[src/rtl/fft_butterfly_stage3.sv]
// Final radix-2 DIF stage of an 8-point FFT: W^0 butterflies on a buffered frame, bins emitted in natural order.
// Optional build macro FFT_BUTTERFLY_STAGE3_SCALE_EN halves every result (floor) so the butterfly never overflows.
module fft_butterfly_stage3 #(
  parameter int DATA_WIDTH = 50
) (
  input  logic                  clk_i,
  input  logic                  rst_i,
  input  logic [DATA_WIDTH-1:0] signal_i,
  input  logic                  valid_i,
  output logic                  ready_o,
  output logic [DATA_WIDTH-1:0] signal_o,
  output logic                  valid_o,
  input  logic                  ready_i,
  output logic                  last_o
);

  localparam int HALF = DATA_WIDTH / 2;

  typedef logic signed [HALF-1:0] half_t;
  typedef logic signed [HALF:0]   wide_t;
  typedef enum logic [1:0] {LOAD, CALC, DRAIN} state_t;

  function automatic wide_t sign_ext(input half_t v);
    return {v[HALF-1], v};
  endfunction

  // Reduces a one-bit-grown butterfly result back to the storage width.
  function automatic half_t scale_half(input wide_t x);
`ifdef FFT_BUTTERFLY_STAGE3_SCALE_EN
    return half_t'(x >>> 1);
`else
    return half_t'(x);
`endif
  endfunction

  function automatic logic [2:0] bitrev(input logic [2:0] i);
    return {i[0], i[1], i[2]};
  endfunction

  state_t                state;
  logic [2:0]            wr_idx;
  logic [2:0]            rd_idx;
  logic [1:0]            calc_k;
  logic [DATA_WIDTH-1:0] in_buf  [8];
  logic [DATA_WIDTH-1:0] out_buf [8];
  logic [DATA_WIDTH-1:0] signal_q;
  logic                  valid_q;
  logic                  last_q;
  logic                  ready_q;

  // Stage p0: butterfly on the current pair, evaluated while in CALC.
  logic [DATA_WIDTH-1:0] a_p0, b_p0, sum_p0, diff_p0;
  half_t                 a_re, a_im, b_re, b_im;

  always_comb begin
    a_p0    = in_buf[{calc_k, 1'b0}];
    b_p0    = in_buf[{calc_k, 1'b1}];
    a_re    = a_p0[DATA_WIDTH-1:HALF];
    a_im    = a_p0[HALF-1:0];
    b_re    = b_p0[DATA_WIDTH-1:HALF];
    b_im    = b_p0[HALF-1:0];
    sum_p0  = {scale_half(sign_ext(a_re) + sign_ext(b_re)),
               scale_half(sign_ext(a_im) + sign_ext(b_im))};
    diff_p0 = {scale_half(sign_ext(a_re) - sign_ext(b_re)),
               scale_half(sign_ext(a_im) - sign_ext(b_im))};
  end

  // Stage p1: frame buffers, control FSM and registered output port.
  always_ff @(posedge clk_i) begin
    if (rst_i) begin
      state    <= LOAD;
      wr_idx   <= 3'd0;
      rd_idx   <= 3'd0;
      calc_k   <= 2'd0;
      signal_q <= '0;
      valid_q  <= 1'b0;
      last_q   <= 1'b0;
      ready_q  <= 1'b1;
      for (int i = 0; i < 8; i++) begin
        in_buf[i]  <= '0;
        out_buf[i] <= '0;
      end
    end else begin
      case (state)
        LOAD: begin
          if (valid_i && ready_q) begin
            in_buf[wr_idx] <= signal_i;
            wr_idx         <= wr_idx + 3'd1;
            if (wr_idx == 3'd7) begin
              state   <= CALC;
              ready_q <= 1'b0;
              calc_k  <= 2'd0;
            end
          end
        end
        CALC: begin
          out_buf[bitrev({calc_k, 1'b0})] <= sum_p0;
          out_buf[bitrev({calc_k, 1'b1})] <= diff_p0;
          calc_k <= calc_k + 2'd1;
          if (calc_k == 2'd3) begin
            // Bin 0 came from pair 0, so it is already settled here.
            state    <= DRAIN;
            rd_idx   <= 3'd0;
            signal_q <= out_buf[0];
            valid_q  <= 1'b1;
            last_q   <= 1'b0;
          end
        end
        DRAIN: begin
          if (ready_i) begin
            if (rd_idx == 3'd7) begin
              state    <= LOAD;
              rd_idx   <= 3'd0;
              signal_q <= '0;
              valid_q  <= 1'b0;
              last_q   <= 1'b0;
              ready_q  <= 1'b1;
            end else begin
              rd_idx   <= rd_idx + 3'd1;
              signal_q <= out_buf[rd_idx + 3'd1];
              last_q   <= (rd_idx == 3'd6);
            end
          end
        end
        default: begin
          state   <= LOAD;
          ready_q <= 1'b1;
          valid_q <= 1'b0;
          last_q  <= 1'b0;
        end
      endcase
    end
  end

  assign ready_o  = ready_q;
  assign valid_o  = valid_q;
  assign last_o   = last_q;
  assign signal_o = signal_q;

endmodule
[config.mk]
export PLATFORM = sky130hd
export DESIGN_NAME = fft_butterfly_stage3
export DESIGN_NICKNAME = d
export VERILOG_FILES = /design/src/rtl/fft_butterfly_stage3.sv
export SDC_FILE = /design/constraint.sdc
export NUM_CORES = 1
export LEC_CHECK = 0
export CAP_MARGIN = 15
export CELL_PAD_IN_SITES_DETAIL_PLACEMENT = 1
export CELL_PAD_IN_SITES_GLOBAL_PLACEMENT = 2
export CORE_ASPECT_RATIO = 1.5
export CORE_MARGIN = 2
export CORE_UTILIZATION = 50
export CTS_BUF_LIST = sky130_fd_sc_hd__clkbuf_8
export DETAILED_ROUTE_END_ITERATION = 12
export GPL_TIMING_DRIVEN = 0
export HOLD_SLACK_MARGIN = 0.1
export PLACE_DENSITY = 0.92
export SLEW_MARGIN = 40
export SYNTH_ARGS = -nofsm -noshare
export SYNTH_HDL_FRONTEND = slang
export SYNTH_SLANG_ARGS = --single-unit
export TNS_END_PERCENT = 20
[constraint.sdc]
create_clock -name clk_i -period 11 [get_ports clk_i]
set_clock_uncertainty 0.2 [all_clocks]
set_input_delay 2.2 -clock clk_i [delete_from_list [all_inputs] [get_ports clk_i]]
set_output_delay 2.2 -clock clk_i [all_outputs]
set_load 0.05 [all_outputs]
==> results of run 1 <==
registers in the layout, summed over array words and instances, names as in the netlist, named ones only:
name / cells
calc_k: 2
in_buf: 400
last_o: 1
out_buf: 392
rd_idx: 3
ready_o: 1
signal_o: 50
state: 2
valid_o: 1
wr_idx: 3
path summary, 6_finish.rpt:
| kind | start | endpoint | depth (start not counted) |
|---|---|---|---|
| max | flip-flop | out_buf[0][46] | 13 |
| min | signal_o[26] | signal_o[26] | 2 |
| max reg2reg | flip-flop | out_buf[0][46] | 13 |
| min reg2reg | signal_o[26] | signal_o[26] | 2 |
cell families (layout without fill, tap and decap cells):
| family | Yosys count | after routing | synth area share (%) |
|---|---|---|---|
| other cells | 0 | 4 | 0 |
| compound gates | 365 | 365 | 5.92 |
| mux | 259 | 259 | 12.2 |
| flops | 857 | 857 | 59.7 |
| xor+xnor | 89 | 89 | 1.86 |
| buf+inv | 319 | 700 | 2.89 |
| simple gates | 1191 | 1191 | 14.1 |
| fa+ha+maj | 109 | 109 | 3.32 |
stage by stage:
stage,setup slack (ps),utilization (%)
finish,4850,57.2
floorplan,3730,-
CTS,4820,57.2
global placement,-606,53.3
global route,4620,57.2
detailed placement,4260,54.3
cells in the mapped netlist (12+ instances only):
cell type and number:
edfxtp_1 792, nor2_1 483, and2_1 403, mux4_2 196
clkbuf_1 191, ha_1 105, a21oi_1 102, inv_1 97
nand2_1 80, nor3_1 77, dfxtp_1 65, xnor2_1 65
o21ai_0 56, a221oi_1 53, mux2_2 49, nor2b_1 26
and3_1 25, nand2b_1 24, xor2_1 24, a21o_1 22
buf_1 21, o31ai_1 21, nand4_1 18, nand3_1 16
a31oi_1 15, nor4_1 15, o211ai_1 15, mux2i_1 14
o311ai_0 12
metal layers:
metal / up-vias / wire [µm] / GRT usage [%] / share of wire [%]
li1: 12300 / - / - / -
met1: 14500 / 47500 / 35.1 / 37
met2: 1107 / 68100 / 53.7 / 53
met3: 348 / 7020 / 4.91 / 5.4
met4: 0 / 6570 / 15.5 / 5.1
met5: - / 0 / 0 / 0
area by class of cell:
type                    count  area (µm²)
fillers                  8274       35700
flip-flops and latches    857       25100
multi-input cells        2013       15900
clock buffers             139        1910
repair buffers            151        1790
well taps                1122        1400
plain buffers             221         881
clock inverters            91         444
inverters                  98         368
diodes                      4        10.0
worst max-delay path, stage by stage, from the launching register on:
cell       delay (ps)
dfxtp_1           320
clkbuf_1          430
clkbuf_1          620
clkbuf_1          670
mux4_2            480
ha_1              300
buf_2             200
nor4_1            500
o21ai_0           190
o41ai_1           330
a31oi_1           220
a2111oi_1         870
o21ai_0           380
a21oi_1           270
power groups by stage:
stage / combinational [mW] / sequential [mW] / clock, mW
6_report: 0.910 / 3.71 / 2.49
3_5_place_dp: 0.895 / 3.78 / 0
4_1_cts: 0.900 / 3.71 / 2.50
5_1_grt: 0.974 / 3.72 / 2.62
2_1_floorplan: 0.539 / 3.77 / 0
3_3_place_gp: 0.820 / 3.79 / 0
==> results.cfg, run 1 <==
[worst_setup_path]
crit_required_ps = 11460
cp-start-kind = flip-flop
timing_worst_setup_path_type = reg2reg
rrSetupSlack_ps = 4850
end_kind = flip-flop
path_max_fanout = 10
worst_ep_arrival_time_ps = 6600

[flow_run]
drv_cap = 0

[route]
wire_per_inst_um = 27.5
wl_mm = 129
num_vias = 28300
drtAntennaViolNets = 0
drc = 0
routed_via_density = 6.02
drtIter0Drc = 2297
drtPass1Iterations = 5

[logic_synthesis]
synth_area_leaders = edfxtp_1 (57%), mux4_2 (11%), and2_1 (6.0%)
synth_fp_nets = 3352
async_flop_share_pct = 0
netlist_area_um2 = 42000
seq_area_frac_synth_pct = 59.7
yosysTopAreaCellShare_pct = 56.6
syn_inst = 3189
yosysTopAreaCell = edfxtp_1
synth_ff_type = edfxtp_1
yosys_warnings = 0
synth_seq_cells = 857
synth-edff-count = 792
ys_types = 65
synth.avg_cell_area_um2 = 13.2

[sta]
worst_slew_pin_slew_ps = 935
rsz0062_at_grt = false
setup_violations = 0
min_period_over_period_pct = 55.9
setup_tns_ps = 0
finalMaxSlewViolations = 0
hold_ws_ps = 299
fmax_mhz = 163
min_period_ps = 6150
hold_viol_final = 0
relSlewSlack_pct = 37.3

[clock_tree]
postCtsHoldBufs = 0
clock_tree.root_cell = clkbuf_8
cts_made_buffers = 132
cts_resized = 0
clock-sinks = 857
path_clk_slew_ps = 60
h-tree-depth = 4
clockBufferDepth = 3
cts_setup_buffers = 0
clock_latency_ps = 850
cts_tree = yes

[die]
io_pins = 107
fp.dieArea_um2 = 86400
dieHeight_um = 359
fp-row-count = 130
die_w_um = 241
core_um2 = 83400
initial_utilization_pct = 50.3

[cells_and_area]
drive_above_1_share_pct = 14.7
final_cell_mix = edfxtp_1 (792), nor2_1 (482), and2_1 (403)
syn_to_final_growth_pct = 13.7
fin_nets = 3637
final_common_cell = edfxtp_1
final_cells = 4696
fin_area_um2 = 47700

[hold_path]
hp-class = reg2reg

[placement]
place_inst = 4460
place_area_um2 = 45300
dp_hpwl_mm = 96.0
io_buffers = 106
gp_congestion = 0.867

[outcome]
outcome = complete, no violations

[global_route]
globalRouteOverflowTotal = 0
grt_pass1_wl_mm = 192
grt_max_degree = 34
antenna_found_initial = 4
grt_usage_pct = 30.3
grt_pass1_vias = 31000

[pwr]
peakVddDrop_uv = 124
p_int_mw = 5.17
clock_power_share_pct = 35.0
seq_power_share_pct = 52.2
power_switching_mw = 1.94
power_frac_comb_pct = 12.8
finalPower_mw = 7.11
swShare_pct = 27.3
p_per_area_nw_per_um2 = 149
power_leakage_nw = 17.5
No activity file was read; power rests on OpenSTA's default activity.
==> run 2, diff against run 1 <==
--- a/config.mk
+++ b/config.mk
@@ -10,12 +10,12 @@
 export CELL_PAD_IN_SITES_GLOBAL_PLACEMENT = 2
 export CORE_ASPECT_RATIO = 1.5
 export CORE_MARGIN = 2
-export CORE_UTILIZATION = 50
+export CORE_UTILIZATION = 46
 export CTS_BUF_LIST = sky130_fd_sc_hd__clkbuf_8
 export DETAILED_ROUTE_END_ITERATION = 12
 export GPL_TIMING_DRIVEN = 0
 export HOLD_SLACK_MARGIN = 0.1
-export PLACE_DENSITY = 0.92
+export PLACE_DENSITY = 0.86
 export SLEW_MARGIN = 40
 export SYNTH_ARGS = -nofsm -noshare
 export SYNTH_HDL_FRONTEND = slang
==> constraint.sdc (replaced) <==
create_clock -name clk_i -period 6.2 [get_ports clk_i]
set_clock_uncertainty 0.2 [all_clocks]
set_input_delay 1.24 -clock clk_i [delete_from_list [all_inputs] [get_ports clk_i]]
set_output_delay 1.24 -clock clk_i [all_outputs]
set_load 0.05 [all_outputs]
==> run 2 against run 1 <==
Worst setup slack worse by 4400 ps. Final cell count is 0.96% higher. Sequential power is 77% higher. Critical path depth stayed put. Die area is 8.6% higher. Critical endpoint is now out_buf[7][49]. Largest cell class unchanged.
==> results.cfg, run 2 (synthesis results as in run 1) <==
[sta]
rsz0062_at_grt = false
setup_violations = 0
finalMaxSlewViolations = 0
min_period_over_period_pct = 92.2
fin_ws_ps = 486
relSlewSlack_pct = 37.7
fmax_mhz = 175
hold_ws_ps = 295
min_period_ps = 5710
hold_viol_final = 0
worst_slew_pin_slew_ps = 935

[pwr]
clock_power_share_pct = 35.6
power_frac_comb_pct = 12.7
power_leakage_nw = 17.5
p_per_area_nw_per_um2 = 266
swShare_pct = 27.1
p_int_mw = 9.28
peakVddDrop_uv = 215
seq_power_share_pct = 51.7
finalPower_mw = 12.7
power_switching_mw = 3.46

[worst_setup_path]
cp-start-kind = flip-flop
crit_required_ps = 6580
path_max_fanout = 10
end_kind = flip-flop
timing_worst_setup_path_type = reg2reg
reg2regPathDepth = 13
worst_ep_arrival_time_ps = 6100
rrSetupSlack_ps = 490

[global_route]
grt_pass1_wl_mm = 191
grt_usage_pct = 27.6
antenna_found_initial = 3
grt_pass1_vias = 30800
grt_max_degree = 35
globalRouteOverflowTotal = 0

[route]
drtAntennaViolNets = 0
wire_per_inst_um = 26.9
num_vias = 27800
drtPass1Iterations = 7
wl_mm = 128
routed_via_density = 5.86
drc = 0
drtIter0Drc = 1874

[cells_and_area]
final_cell_mix = edfxtp_1 (792), nor2_1 (482), and2_1 (403)
largest_reg_flops = 400
drive_above_1_share_pct = 14.7
fin_area_um2 = 47900
final_common_cell = edfxtp_1
top_register = in_buf
fin_nets = 3633
syn_to_final_growth_pct = 14.0

[placement]
io_buffers = 106
gp_congestion = 0.849
place_area_um2 = 45400
dp_hpwl_mm = 95.6
place_ws_ps = 49.0

[hold_path]
hp-class = reg2reg
hold_depth = 2

[flow_run]
drv_cap = 0

[clock_tree]
cts_tree = yes
clock-sinks = 857
clockBufferDepth = 3
path_clk_slew_ps = 70
clock_tree.root_cell = clkbuf_8
cts_made_buffers = 131
h-tree-depth = 4
clock_latency_ps = 850
postCtsHoldBufs = 0

[die]
initial_utilization_pct = 46.5
dieHeight_um = 374
fp.dieArea_um2 = 93800
core_um2 = 90400
fp-row-count = 135
io_pins = 107
die_w_um = 251

[outcome]
outcome = complete, no violations
[run 2: cell count changes in the layout (fill, tap and decap cells not counted), moves of 3 or more]
cell / previous run / this run
buf_6: 3 / 0
clkinv_2: 17 / 12
inv_6: 1 / 5
clkinv_1: 21 / 36
inv_1: 141 / 132
[run 2: worst max-delay path, stage by stage, from the launching register on]
cell and delay (ps):
dfxtp_1 330, clkbuf_1 370, clkbuf_2 410, clkbuf_1 620, mux4_2 500, ha_1 340, clkbuf_1 360, nand2_1 180
o21ai_0 250, a31oi_1 200, o311ai_1 730, a31oi_1 330, xnor2_1 500, nor2_1 110
[run 2: path summary, 6_finish.rpt]
kind                          to    startpoint
hold reg to reg     signal_o[39]  signal_o[39]
setup / recovery  out_buf[7][49]     flip-flop
hold / removal      signal_o[39]  signal_o[39]
setup reg to reg  out_buf[7][49]     flip-flop
[run 2: power groups by stage]
stage | Clock, mW | Sequential [mW] | Combinational, mW
after floorplan | 0 | 6.70 | 0.957
final | 4.53 | 6.58 | 1.62
after global routing | 4.82 | 6.60 | 1.74
after global placement | 0 | 6.73 | 1.47
after CTS | 4.60 | 6.58 | 1.60
after detailed placement | 0 | 6.71 | 1.59
[run 2: metrics by stage]
step	cells	setup TNS, ps	util, %
4_1_cts	4738	0	52.9
5_1_grt	4740	0	53.0
3_5_place_dp	4501	0	50.2
3_3_place_gp	4459	-2470910	49.3
2_1_floorplan	3189	-31840	-
6_report	4741	0	53.0
[run 2: what timing repair did]
item,4_1_cts,5_1_grt
setup endpoints to repair,0,16
buffers inserted,0,0
gates resized for setup,0,5
hold endpoints to repair,0,0
[run 2: routing by layer]
| metal | vias to the layer above | track usage (%) | share of wire, % |
|---|---|---|---|
| met1 | 14200 | 31.1 | 37 |
| met2 | 924 | 50.8 | 54 |
| li1 | 12300 | - | - |
| met4 | 0 | 13.7 | 4.6 |
| met3 | 299 | 3.99 | 4.5 |
| met5 | - | 0 | 0 |
[run 2: cell type report]
class | instances | area (µm²)
diodes | 3 | 7.51
flip-flops and latches | 857 | 25100
clock inverters | 97 | 528
well taps | 1164 | 1460
inverters | 98 | 368
fillers | 9005 | 42500
plain buffers | 221 | 883
repair buffers | 148 | 1750
multi-input cells | 2013 | 15900
clock buffers | 140 | 1930
==> run 3, diff against run 2 <==
--- a/config.mk
+++ b/config.mk
@@ -16,7 +16,7 @@
 export GPL_TIMING_DRIVEN = 0
 export HOLD_SLACK_MARGIN = 0.1
 export PLACE_DENSITY = 0.86
-export SLEW_MARGIN = 40
+export SLEW_MARGIN = 30
 export SYNTH_ARGS = -nofsm -noshare
 export SYNTH_HDL_FRONTEND = slang
 export SYNTH_SLANG_ARGS = --single-unit
==> run 3 against run 2 <==
Global-route usage is 0.23 points lower. Worst hold slack gained 2.3 ps. Core utilization grew 0.10 points. Critical path type unchanged. Fmax barely moved. Largest cell class unchanged. Critical path depth is the same. Clock power grew 2%. Register-to-register slack barely moved. Count of clock-buffer cells in the layout up 7.
==> results.cfg, run 3 (synthesis results as in run 1) <==
[outcome]
outcome = complete, no violations

[cells_and_area]
largest_reg_flops = 400
top_register = in_buf
final_cell_mix = edfxtp_1 (792), nor2_1 (483), and2_1 (403)
fin_util_pct = 53.1
syn_to_final_growth_pct = 14.2
fin_nets = 3627
final_common_cell = edfxtp_1
drive_above_1_share_pct = 14.4

[pwr]
clock_power_share_pct = 35.9
power_leakage_nw = 17.6
swShare_pct = 26.9
p_int_mw = 9.37
p_per_area_nw_per_um2 = 267
power_switching_mw = 3.44
peakVddDrop_uv = 210
seq_power_share_pct = 51.4
power_frac_comb_pct = 12.7

[sta]
finalMaxSlewViolations = 0
setup_violations = 0
fmax_mhz = 175
setup_tns_ps = 0
hold_viol_final = 0
relSlewSlack_pct = 34.6
min_period_over_period_pct = 92.2
worst_slew_pin_slew_ps = 981
min_period_ps = 5720
fin_ws_ps = 483
rsz0062_at_grt = false

[worst_setup_path]
timing_worst_setup_path_type = reg2reg
crit_required_ps = 6550
crit_buf_inv = 3
crit_chain = clkbuf_1, clkbuf_2, clkbuf_1, mux4_2, ha_1, fa_1, nor2b_1, o211ai_1, a21oi_1, a21oi_1, o41ai_1, xnor2_1, nor2_1
path_max_fanout = 10
slowest_stage = clkbuf_1
cpLargestDelayFamily = buffers and inverters
worst_ep_arrival_time_ps = 6070
end_kind = flip-flop
cp-start-kind = flip-flop
critPathMaxStageDelay_ps = 710

[placement]
dp_hpwl_mm = 95.0
place_ws_ps = -194
gp_congestion = 0.849
io_buffers = 106

[clock_tree]
cts_tree = yes
cts_made_buffers = 134
clock_latency_ps = 840
clockBufferDepth = 3
h-tree-depth = 4
clock-sinks = 857
clock_tree.root_cell = clkbuf_8
path_clk_slew_ps = 60
postCtsHoldBufs = 0

[die]
fp-row-count = 135
initial_utilization_pct = 46.5
fp.dieArea_um2 = 93800
dieHeight_um = 374
core_um2 = 90400
die_w_um = 251
io_pins = 107

[global_route]
grt_pass1_wl_mm = 190
antenna_found_initial = 4
grt_pass1_vias = 30600
grt_usage_pct = 27.4
globalRouteOverflowTotal = 0
grt_max_degree = 40

[route]
drtAntennaViolNets = 0
wl_mm = 127
drc = 0
num_vias = 27600
drtIter0Drc = 1796
routed_via_density = 5.84
drtPass1Iterations = 5
wire_per_inst_um = 26.9

[flow_run]
drv_cap = 0

[hold_path]
hp-class = reg2reg
run 3: cell types whose count changed in the layout (fill, tap and decap cells not counted), moves of 3 or more:
| cell | change |
|---|---|
| inv_6 | -5 |
| buf_12 | -7 |
| clkinv_1 | -10 |
| clkbuf_8 | +7 |
| buf_8 | -19 |
| clkbuf_1 | +7 |
| buf_2 | -7 |
| inv_1 | +4 |
| clkinv_2 | +3 |
| buf_16 | +18 |
run 3: per-stage QoR:
stage / total power [mW] / hold WS [ps] / cells / cell area [µm²]
after floorplan: 7.65 / 268 / 3189 / 42000
after global placement: 8.20 / 291 / 4459 / 44500
after detailed placement: 8.31 / 295 / 4491 / 45400
after CTS: 12.9 / 304 / 4728 / 47900
after global routing: 13.2 / 312 / 4731 / 48000
final: 12.8 / 297 / 4732 / 48000
run 3: tightest hold or removal path: stages (launching register included):
cell,delay [ps]
dfxtp_1,310
nor2_1,90
nor3_1,50
run 3: cell type report:
cell class	instances	area, µm²
antenna	3	7.51
buffer	221	873
clock buffer	147	2020
clock inverter	90	485
fill	8998	42400
inverter	98	368
multi-input combinational	2013	15800
sequential	857	25100
tap	1164	1460
timing repair buffer	139	1820
run 3: power groups by stage:
stage | Combinational [mW] | Sequential [mW] | Clock, mW
CTS | 1.61 | 6.59 | 4.67
floorplan | 0.957 | 6.70 | 0
detailed placement | 1.60 | 6.71 | 0
finish | 1.62 | 6.59 | 4.60
global placement | 1.47 | 6.73 | 0
global route | 1.74 | 6.60 | 4.87
run 3: layer usage:
layer / up-vias / track usage [%] / share of wire (%)
met5: - / 0 / 0
met2: 908 / 50.7 / 54
met3: 324 / 3.81 / 4.5
li1: 12300 / - / -
met1: 14100 / 30.8 / 37
met4: 0 / 13.3 / 4.5
run 3: path summary, 6_finish.rpt:
path,cells after the start,slack [ps],startpoint,to
worst max-delay path,13,480,flip-flop,out_buf[1][24]
worst min-delay path,2,300,signal_o[24],signal_o[24]
worst max register to register,13,480,flip-flop,out_buf[1][24]
worst min register to register,2,300,signal_o[24],signal_o[24]
run 3: what timing repair did:
item                                    4_1_cts  5_1_grt
gates resized for setup                       3        5
endpoints found under the setup margin       12       12
setup buffers                                 0        0
endpoints found under the hold margin         0        0
